<file path="src/rtl/wrr_arb_pkg.sv">
// wrr_arb_pkg: shared types and the rotating first-requester search for the WRR burst arbiter.
package wrr_arb_pkg;

    typedef enum logic {IDLE, BURST} state_e;

    localparam int WEIGHT_FLOOR = 1;
    localparam int MAX_CLIENTS  = 32;
    localparam int MAX_IDX_W    = 5;

    typedef struct packed {
        logic                 found;
        logic [MAX_IDX_W-1:0] idx;
    } rr_pick_t;

    // Scans offsets high to low so the smallest offset from start wins.
    function automatic rr_pick_t rr_first(input logic [MAX_CLIENTS-1:0] req,
                                          input logic [MAX_IDX_W-1:0] start,
                                          input int n);
        rr_pick_t    r;
        int unsigned s;
        r = '0;
        for (int k = MAX_CLIENTS - 1; k >= 0; k--) begin
            s = 32'(start) + 32'(k);
            if (s >= 32'(n)) s = s - 32'(n);
            if (k < n && req[s[MAX_IDX_W-1:0]]) r = '{found: 1'b1, idx: s[MAX_IDX_W-1:0]};
        end
        return r;
    endfunction

endpackage

</file>
<file path="src/rtl/wrr_rr_pick.sv">
// wrr_rr_pick: combinational rotating-priority pick starting just after last_i.
module wrr_rr_pick
    import wrr_arb_pkg::*;
#(
    parameter int CLIENTS   = 8,
    parameter int CLIENTS_W = $clog2(CLIENTS)
) (
    input  logic [CLIENTS-1:0]   request_i,
    input  logic [CLIENTS_W-1:0] last_i,
    output logic [CLIENTS_W-1:0] pick_o,
    output logic                 any_o
);

    logic [MAX_IDX_W-1:0] start;
    rr_pick_t             r;
    logic                 unused_idx;

    assign start      = (last_i == CLIENTS_W'(CLIENTS - 1)) ? '0 : MAX_IDX_W'(last_i) + MAX_IDX_W'(1);
    assign r          = rr_first(MAX_CLIENTS'(request_i), start, CLIENTS);
    assign pick_o     = r.idx[CLIENTS_W-1:0];
    assign any_o      = r.found;
    assign unused_idx = ^r.idx;

endmodule

</file>
<file path="src/rtl/wrr_burst_arbiter.sv">
// wrr_burst_arbiter: weighted round-robin burst arbiter with global stall.
// Optional WRR_ARB_LOCK_EN adds lock_i, which holds a burst past its weight.
module wrr_burst_arbiter
    import wrr_arb_pkg::*;
#(
    parameter int CLIENTS   = 8,
    parameter int CLIENTS_W = $clog2(CLIENTS),
    parameter int WEIGHT_W  = 4
) (
    input  logic                         clock,
    input  logic                         reset,
    input  logic [CLIENTS-1:0]           request_i,
    input  logic [CLIENTS*WEIGHT_W-1:0]  weight_i,
    input  logic                         beat_done_i,
    input  logic                         stall_i,
`ifdef WRR_ARB_LOCK_EN
    input  logic                         lock_i,
`endif
    output logic [CLIENTS-1:0]           grant_o,
    output logic                         grant_valid_o,
    output logic [CLIENTS_W-1:0]         grant_id_o,
    output logic [CLIENTS_W-1:0]         last_selected_o
);

    state_e               state_q, state_d;
    logic [CLIENTS-1:0]   grant_q, grant_d;
    logic [CLIENTS_W-1:0] id_q, id_d;
    logic [CLIENTS_W-1:0] last_q, last_d;
    logic [WEIGHT_W-1:0]  cnt_q, cnt_d;
    logic [CLIENTS_W-1:0] pick;
    logic                 any;
    logic [WEIGHT_W-1:0]  pick_w, load_cnt;
    logic                 locked, expire, rel;

`ifdef WRR_ARB_LOCK_EN
    assign locked = lock_i;
`else
    assign locked = 1'b0;
`endif

    wrr_rr_pick #(.CLIENTS(CLIENTS), .CLIENTS_W(CLIENTS_W)) u_pick (
        .request_i (request_i),
        .last_i    (last_q),
        .pick_o    (pick),
        .any_o     (any)
    );

    assign pick_w   = weight_i[pick*WEIGHT_W +: WEIGHT_W];
    assign load_cnt = (pick_w == '0) ? WEIGHT_W'(WEIGHT_FLOOR) : pick_w;
    assign expire   = beat_done_i && cnt_q == WEIGHT_W'(1) && !locked;
    assign rel      = !request_i[id_q] || expire;

    // The pick search starts after the current owner, so a lone requester re-wins itself.
    always_comb begin
        state_d = state_q;
        grant_d = grant_q;
        id_d    = id_q;
        last_d  = last_q;
        cnt_d   = cnt_q;
        if (!stall_i) begin
            if (state_q == IDLE || rel) begin
                if (any) begin
                    state_d = BURST;
                    grant_d = CLIENTS'(1) << pick;
                    id_d    = pick;
                    last_d  = pick;
                    cnt_d   = load_cnt;
                end else begin
                    state_d = IDLE;
                    grant_d = '0;
                    id_d    = '0;
                    cnt_d   = '0;
                end
            end else if (beat_done_i && cnt_q > WEIGHT_W'(1)) begin
                cnt_d = cnt_q - WEIGHT_W'(1);
            end
        end
    end

    always_ff @(posedge clock) begin
        if (reset) begin
            state_q <= IDLE;
            grant_q <= '0;
            id_q    <= '0;
            last_q  <= CLIENTS_W'(CLIENTS - 1);
            cnt_q   <= '0;
        end else begin
            state_q <= state_d;
            grant_q <= grant_d;
            id_q    <= id_d;
            last_q  <= last_d;
            cnt_q   <= cnt_d;
        end
    end

    assign grant_o         = grant_q;
    assign grant_valid_o   = |grant_q;
    assign grant_id_o      = id_q;
    assign last_selected_o = last_q;

endmodule

</file>
<file path="config.mk">
export PLATFORM = sky130hd
export DESIGN_NAME = wrr_burst_arbiter
export DESIGN_NICKNAME = d
export VERILOG_FILES = /design/src/rtl/wrr_arb_pkg.sv /design/src/rtl/wrr_rr_pick.sv /design/src/rtl/wrr_burst_arbiter.sv
export SDC_FILE = /design/constraint.sdc
export NUM_CORES = 1
export LEC_CHECK = 0
export BUFFER_PORTS_ARGS = -buffer_cell sky130_fd_sc_hd__buf_2
export CAP_MARGIN = 5
export CORE_AREA = 2 2 94 73
export CTS_CLUSTER_SIZE = 14
export DETAILED_ROUTE_END_ITERATION = 7
export DIE_AREA = 0 0 96 75
export PLACE_DENSITY = 0.67
export SLEW_MARGIN = 20
export SYNTH_ARGS = -nofsm -noshare
export SYNTH_HDL_FRONTEND = slang
export SYNTH_SLANG_ARGS = --single-unit
</file>
<file path="constraint.sdc">
create_clock -name clock -period 5.7 [get_ports clock]
set_input_delay 1.14 -clock clock [delete_from_list [all_inputs] [get_ports clock]]
set_output_delay 1.14 -clock clock [all_outputs]
set_load 0.02 [all_outputs]
</file>
# ---- Yosys cells after proc, flatten, opt, wreduce, memory -nomap -nowiden
# Cells that the tools add are included.
dict set report op_classes {
  n_addsub 17
  magnitude_cmp 18
  eq_ne 2
  shifts 2
  n_mux 42
  bitwise_logic 2
  n_reduce_logical 11
}
# cell n
set op_table {}
lappend op_table {{< comparator 5 x 6 -> 1 bit (second input constant)} 8}
lappend op_table {{2-to-1 mux 6 bit} 8}
lappend op_table {{2-to-1 mux 5 bit} 9}
lappend op_table {{greater-or-equal comparator 6 x 4 -> 1 bit (second input constant)} 7}
lappend op_table {{binary-select mux 1 bit (select 5 bit)} 8}
lappend op_table {{subtractor 5 x 4 -> 5 bit (second input constant)} 8}
lappend op_table {{variable part select 32 x 6 -> 4 bit} 1}
lappend op_table {{adder 5 x 3 -> 6 bit (second input constant)} 4}
lappend op_table {{2-to-1 mux 4 bit} 4}
lappend op_table {{adder 5 x 2 -> 6 bit (second input constant)} 2}
lappend op_table {{2-to-1 mux 1 bit} 10}
lappend op_table {{2-to-1 mux 8 bit} 1}
lappend op_table {{OR reduction 8 bit} 1}
lappend op_table {{<< shifter 1 x 3 -> 8 bit (first input constant)} 1}
lappend op_table {{adder 5 x 1 -> 6 bit (second input constant)} 1}
lappend op_table {{greater-or-equal comparator 5 x 4 -> 1 bit (second input constant)} 1}
lappend op_table {{adder 3 x 1 -> 4 bit (second input constant)} 1}
lappend op_table {{equality test 4 x 1 -> 1 bit (second input constant)} 1}
lappend op_table {{> comparator 4 x 1 -> 1 bit (second input constant)} 1}
lappend op_table {{logical NOT 4 bit} 1}
lappend op_table {{< comparator 3 x 4 -> 1 bit (second input constant)} 1}
lappend op_table {{AND reduction 2 bit} 2}
lappend op_table {{subtractor 4 x 1 -> 4 bit (second input constant)} 1}
lappend op_table {{binary-select mux 1 bit (select 3 bit)} 1}
lappend op_table {{8 further kinds} 11}
dict set report word_totals {
  ff_bits 19
  inputBits 44
  out_inout_bits 15
}

# ---- Depth between registers and ports, before layout
dict set report logic_depth {
  depth_word 20
  ltp_mapped 24
}

# ---- By module
# A second synthesis with hierarchy kept.
dict set report unflattened {
  hier_cells 323
  area_unflattened_um2 2766.4
}
# mod instances cells_per_inst area_each_um2 seq_area_each_um2
set by_module_without_submodules {}
lappend by_module_without_submodules {wrr_rr_pick 1 196 1493.9 0.0}
lappend by_module_without_submodules {wrr_burst_arbiter 1 127 1272.5 380.4}

# ---- Least setup slack after synthesis
# Ideal clock, no wire load.
dict set report synth_timing {
  kind {register to register}
  from {reg last_q[0] (netlist: last_selected_o[0])}
  to {reg cnt_q[0]}
  setup_time_ps 122
  t_arrival_ps 4812
  required_time_ps 5578
  path_slack_ps 766
  path_stages_with_launch 25
  path_buffers 5
  period_less_slack_ps 4934
  path_cell_list {dfxtp_1 -> buf_2 -> inv_1 -> ha_1 -> buf_2 -> buf_2 -> inv_1 -> ha_1 -> and4bb_2 -> o21ai_0 -> and2_1 -> inv_1 -> ha_1 -> o21ai_0 -> nand2_1 -> a211oi_1 -> a2111oi_0 -> o31a_1 -> or2_2 -> clkbuf_1 -> buf_2 -> a21oi_1 -> a221oi_1 -> a211oi_1 -> o22ai_1}
}
dict set report synth_via {
  elab_chain_len 20
}
# item line
set synth_lines {}
lappend synth_lines {{start: declaration} wrr_burst_arbiter.sv:28} ;# logic [CLIENTS_W-1:0] last_q, last_d;
lappend synth_lines {{start signal: assignment} wrr_burst_arbiter.sv:85} ;# last_q <= CLIENTS_W'(CLIENTS - 1);
lappend synth_lines {{start signal: assignment} wrr_burst_arbiter.sv:91} ;# last_q <= last_d;
lappend synth_lines {{adder 3 x 1 -> 4 bit or equality test 3 bit (tied branches)} wrr_rr_pick.sv:18} ;# assign start = (last_i == CLIENTS_W'(CLIENTS - 1)) ? '0 : MAX_IDX_W'(last_i) + MAX_IDX_W'(1);
lappend synth_lines {{2-to-1 mux 5 bit *} wrr_rr_pick.sv:18}
lappend synth_lines {{adder 5 x 3 -> 6 bit} wrr_arb_pkg.sv:23} ;# s = 32'(start) + 32'(k);
lappend synth_lines {{subtractor 5 x 4 -> 5 bit or greater-or-equal comparator 6 x 4 -> 1 bit (tied branches)} wrr_arb_pkg.sv:24} ;# if (s >= 32'(n)) s = s - 32'(n);
lappend synth_lines {{2-to-1 mux 5 bit} wrr_arb_pkg.sv:24}
lappend synth_lines {{binary-select mux 1 bit (select 5 bit)} wrr_arb_pkg.sv:25} ;# if (k < n && req[s[MAX_IDX_W-1:0]]) r = '{found: 1'b1, idx: s[MAX_IDX_W-1:0]};
lappend synth_lines {{2-to-1 mux 1 bit (implied by the code)} wrr_arb_pkg.sv:25}
lappend synth_lines {{2-to-1 mux 6 bit (7 in a row)} wrr_arb_pkg.sv:25}
lappend synth_lines {{2-to-1 mux 6 bit *} wrr_arb_pkg.sv:25}
lappend synth_lines {{variable part select 32 x 6 -> 4 bit} wrr_burst_arbiter.sv:48} ;# assign pick_w = weight_i[pick*WEIGHT_W +: WEIGHT_W];
lappend synth_lines {{logical NOT 4 bit} wrr_burst_arbiter.sv:49} ;# assign load_cnt = (pick_w == '0) ? WEIGHT_W'(WEIGHT_FLOOR) : pick_w;
lappend synth_lines {{2-to-1 mux 4 bit} wrr_burst_arbiter.sv:49}
lappend synth_lines {{2-to-1 mux 4 bit *} wrr_burst_arbiter.sv:62} ;# if (any) begin
lappend synth_lines {{2-to-1 mux 4 bit *} wrr_burst_arbiter.sv:61} ;# if (state_q == IDLE || rel) begin
lappend synth_lines {{end signal: assignment} wrr_burst_arbiter.sv:92} ;# cnt_q <= cnt_d;
lappend synth_lines {{end: declaration} wrr_burst_arbiter.sv:29} ;# logic [WEIGHT_W-1:0] cnt_q, cnt_d;
# Every way passes the cells marked *; elsewhere a longest branch is shown, timed or not. The select of a mux whose other input is x is not followed.
# A chain may end at the register's enable or synchronous reset.

# ---- Worst setup path in the final report
dict set report layout_timing {
  from {reg last_q[1] (netlist: last_selected_o[1])}
  to {reg cnt_q[3]}
}
# The elaborated chain is that of the path after synthesis.

==> flow_summary.yaml <==
clock_tree:
  clock_tree.buffer_depth: 2
  worstSkewPairLatency_ns: 0.26
  htree_num_levels: 1
  cts_hold_buf: 0
  cts_buffers: 3
  tritoncts: "built"
  clk_pin_slew_ns: 0.08
  post_cts_buffers: 0
  cts_root_buffer: "clkbuf_8"
  postCtsResizedCells: 0
  clock_sinks: 19
logic_synthesis:
  ys_seq_area_share_pct: 13.8
  yosysWarnings: 0
  netlist_instances: 352
  ys_ff_latch: 19
  syn_area_sq_um: 2750
  synth_xor_area_share_pct: 2.59
  synthArstFlopShare_pct: 0
  synthMuxAreaShare_pct: 16.0
  synth_top_family_by_area: "compound AO/OA/AOI/OAI gates"
  synth_top_flop_cell: "dfxtp_1"
  avgSynthCellArea_sq_um: 7.82
  synth-edff-count: 0
  synth_compound_area_share_pct: 27.4
  synth_top_area_share_pct: 13.8
  ys_top_cells_by_area: "dfxtp_1 (14%), ha_1 (11%), mux2i_1 (6.5%)"
  synth.most_common_cell: "nand2_1"
  synth_common_cells: "nand2_1 (36), nor2_1 (32), a21oi_1 (26)"
  synth_cell_types: 64
  syn_nets: 421
  synth_fa_ha_area_share_pct: 11.4
  yosys.area_share.simple_pct: 22.8
  synth.largest_area_cell: "dfxtp_1"
timing:
  whs_ns: 0.467
  drv_slew: 0
  max_slew_margin_pct: 49.9
  max_freq_ghz: 0.192
  worst_slew_pin_slew_ns: 0.743
  fin_crit_sh_pct: 91.5
  hold_viol_final: 0
  rsz0062_at_grt: "no"
  period_minus_slack_ns: 5.22
  setup_viol: 0
  finalClockSkew_ns: 0.00580
  setup_tns_ns: 0
critical_path:
  endpoint_kind: "register"
  critPathMaxFanout: 14
  crit_type: "reg -> reg"
  reg2reg_depth: 18
  rrSetupSlack_ns: 0.48
  worstSetupStartpointType: "register"
  cp.arrival_ns: 5.32
  crit_required_ns: 5.80
routing:
  num_vias: 2870
  first_pass_iters: 5
  ant_nets: 0
  routed_wl_microns: 8010
  drtIter0Drc: 228
  avgViaCountPerCell: 5.94
  routedWlPerCell_microns: 16.6
  drc: 0
global_route:
  gr-usage-all-layers_pct: 22.2
  antenna_found_initial: 0
  grt_pass1_wl_microns: 12600
  grt_pass1_vias: 2559
  grt_start_max_net_pins: 20
  gr-total-overflow: 0
cells_and_area:
  multi_input_area_sq_um: 2210
  fillers: 609
  drive_above_1_share_pct: 26.6
  n_antenna_cell: 0
  fin_util_pct: 50.4
  seq_area_sq_um: 380
  fin_area_sq_um: 3140
  final_nets: 472
  areaGrowthSynthToFinish_pct: 14.0
worst_hold_path:
  hp-class: "reg -> reg"
  hold_depth: 2
floorplanning:
  die_h_microns: 75
  core_sq_um: 6220
  ios: 59
  dieArea_sq_um: 7200
  start_util_pct: 44.2
  die_w_microns: 96
  rows: 25
placement:
  gp_congestion: 1.01
  port_buffers: 58
  dpl-instance-area_sq_um: 3080
  hpwl_microns: 6540
job:
  cap_violations: 0
status:
  status: "finished, final reports clean"
cell type report:
type	count	share of cell area [%]
multi-input cells	299	70.4
well taps	81	3.23
inverters	16	1.99
repair buffers	64	10.7
clock buffers	3	1.32
flip-flops and latches	19	12.1
clock inverters	1	0.239
worst paths after layout:
check                     start    endpoint
max          last_selected_o[1]    cnt_q[3]
min                  grant_o[7]  grant_o[7]
max reg2reg  last_selected_o[1]    cnt_q[3]
min reg2reg          grant_o[7]  grant_o[7]
sequential cells by signal, indices dropped and copies added (netlist names):
name             flops
grant_o              8
cnt_q                4
grant_id_o           3
last_selected_o      3
state_q              1
metal layers:
metal / part of all wire (%) / wire length [microns] / track usage, %
met5: 0 / 0 / 0
met4: 0.32 / 26 / 3.02
met1: 51 / 4060 / 35.2
met3: 7.1 / 565 / 3.10
met2: 42 / 3360 / 32.3
worst max-delay path, stage by stage, from the launching register on:
cell and delay (ns):
dfxtp_1 0.44, ha_1 0.29, ha_1 0.53, ha_1 0.42
nor3b_1 0.32, or2_2 0.20, inv_1 0.05, ha_1 0.29
nand2_1 0.06, o21ai_0 0.07, a32oi_1 0.29, a21oi_2 0.13
or4_4 0.55, a311oi_1 0.52, nor2_2 0.22, a211oi_1 0.29
a311o_1 0.17, a21o_1 0.13, a311oi_2 0.08
cells in the final DEF (no fill, tap or decap), drive strengths merged, types with 4 or more instances in the layout:
master,count
nand2,38
a32oi,6
nand4,4
mux2,11
nor2,32
nand4b,4
nand3,12
a21oi,27
a21o,6
o21ai,23
a211o,4
nor3b,5
nor3,6
or2,6
ha,25
a211oi,10
mux4,6
buf,64
dfxtp,19
mux2i,18
inv,16
stage by stage:
step           cells  setup slack [ns]
2_1_floorplan    352             0.766
3_3_place_gp     479             0.563
3_5_place_dp     479             0.433
4_1_cts          483             0.402
5_1_grt          483            0.0668
6_report         483             0.484
kinds of logic (layout without fill, tap and decap cells):
logic type | after synthesis | after routing
muxes | 35 | 35
DFF | 19 | 19
and+or+nand+nor | 123 | 123
adders and majority gates | 25 | 25
xor gates and xnor gates | 6 | 6
AOI/OAI and AO/OA | 110 | 110
buffers and inverters | 34 | 84
Power is left out: the tool's default activity adds up to more than one toggle a clock period on the data nets, which glitch-free logic cannot reach.
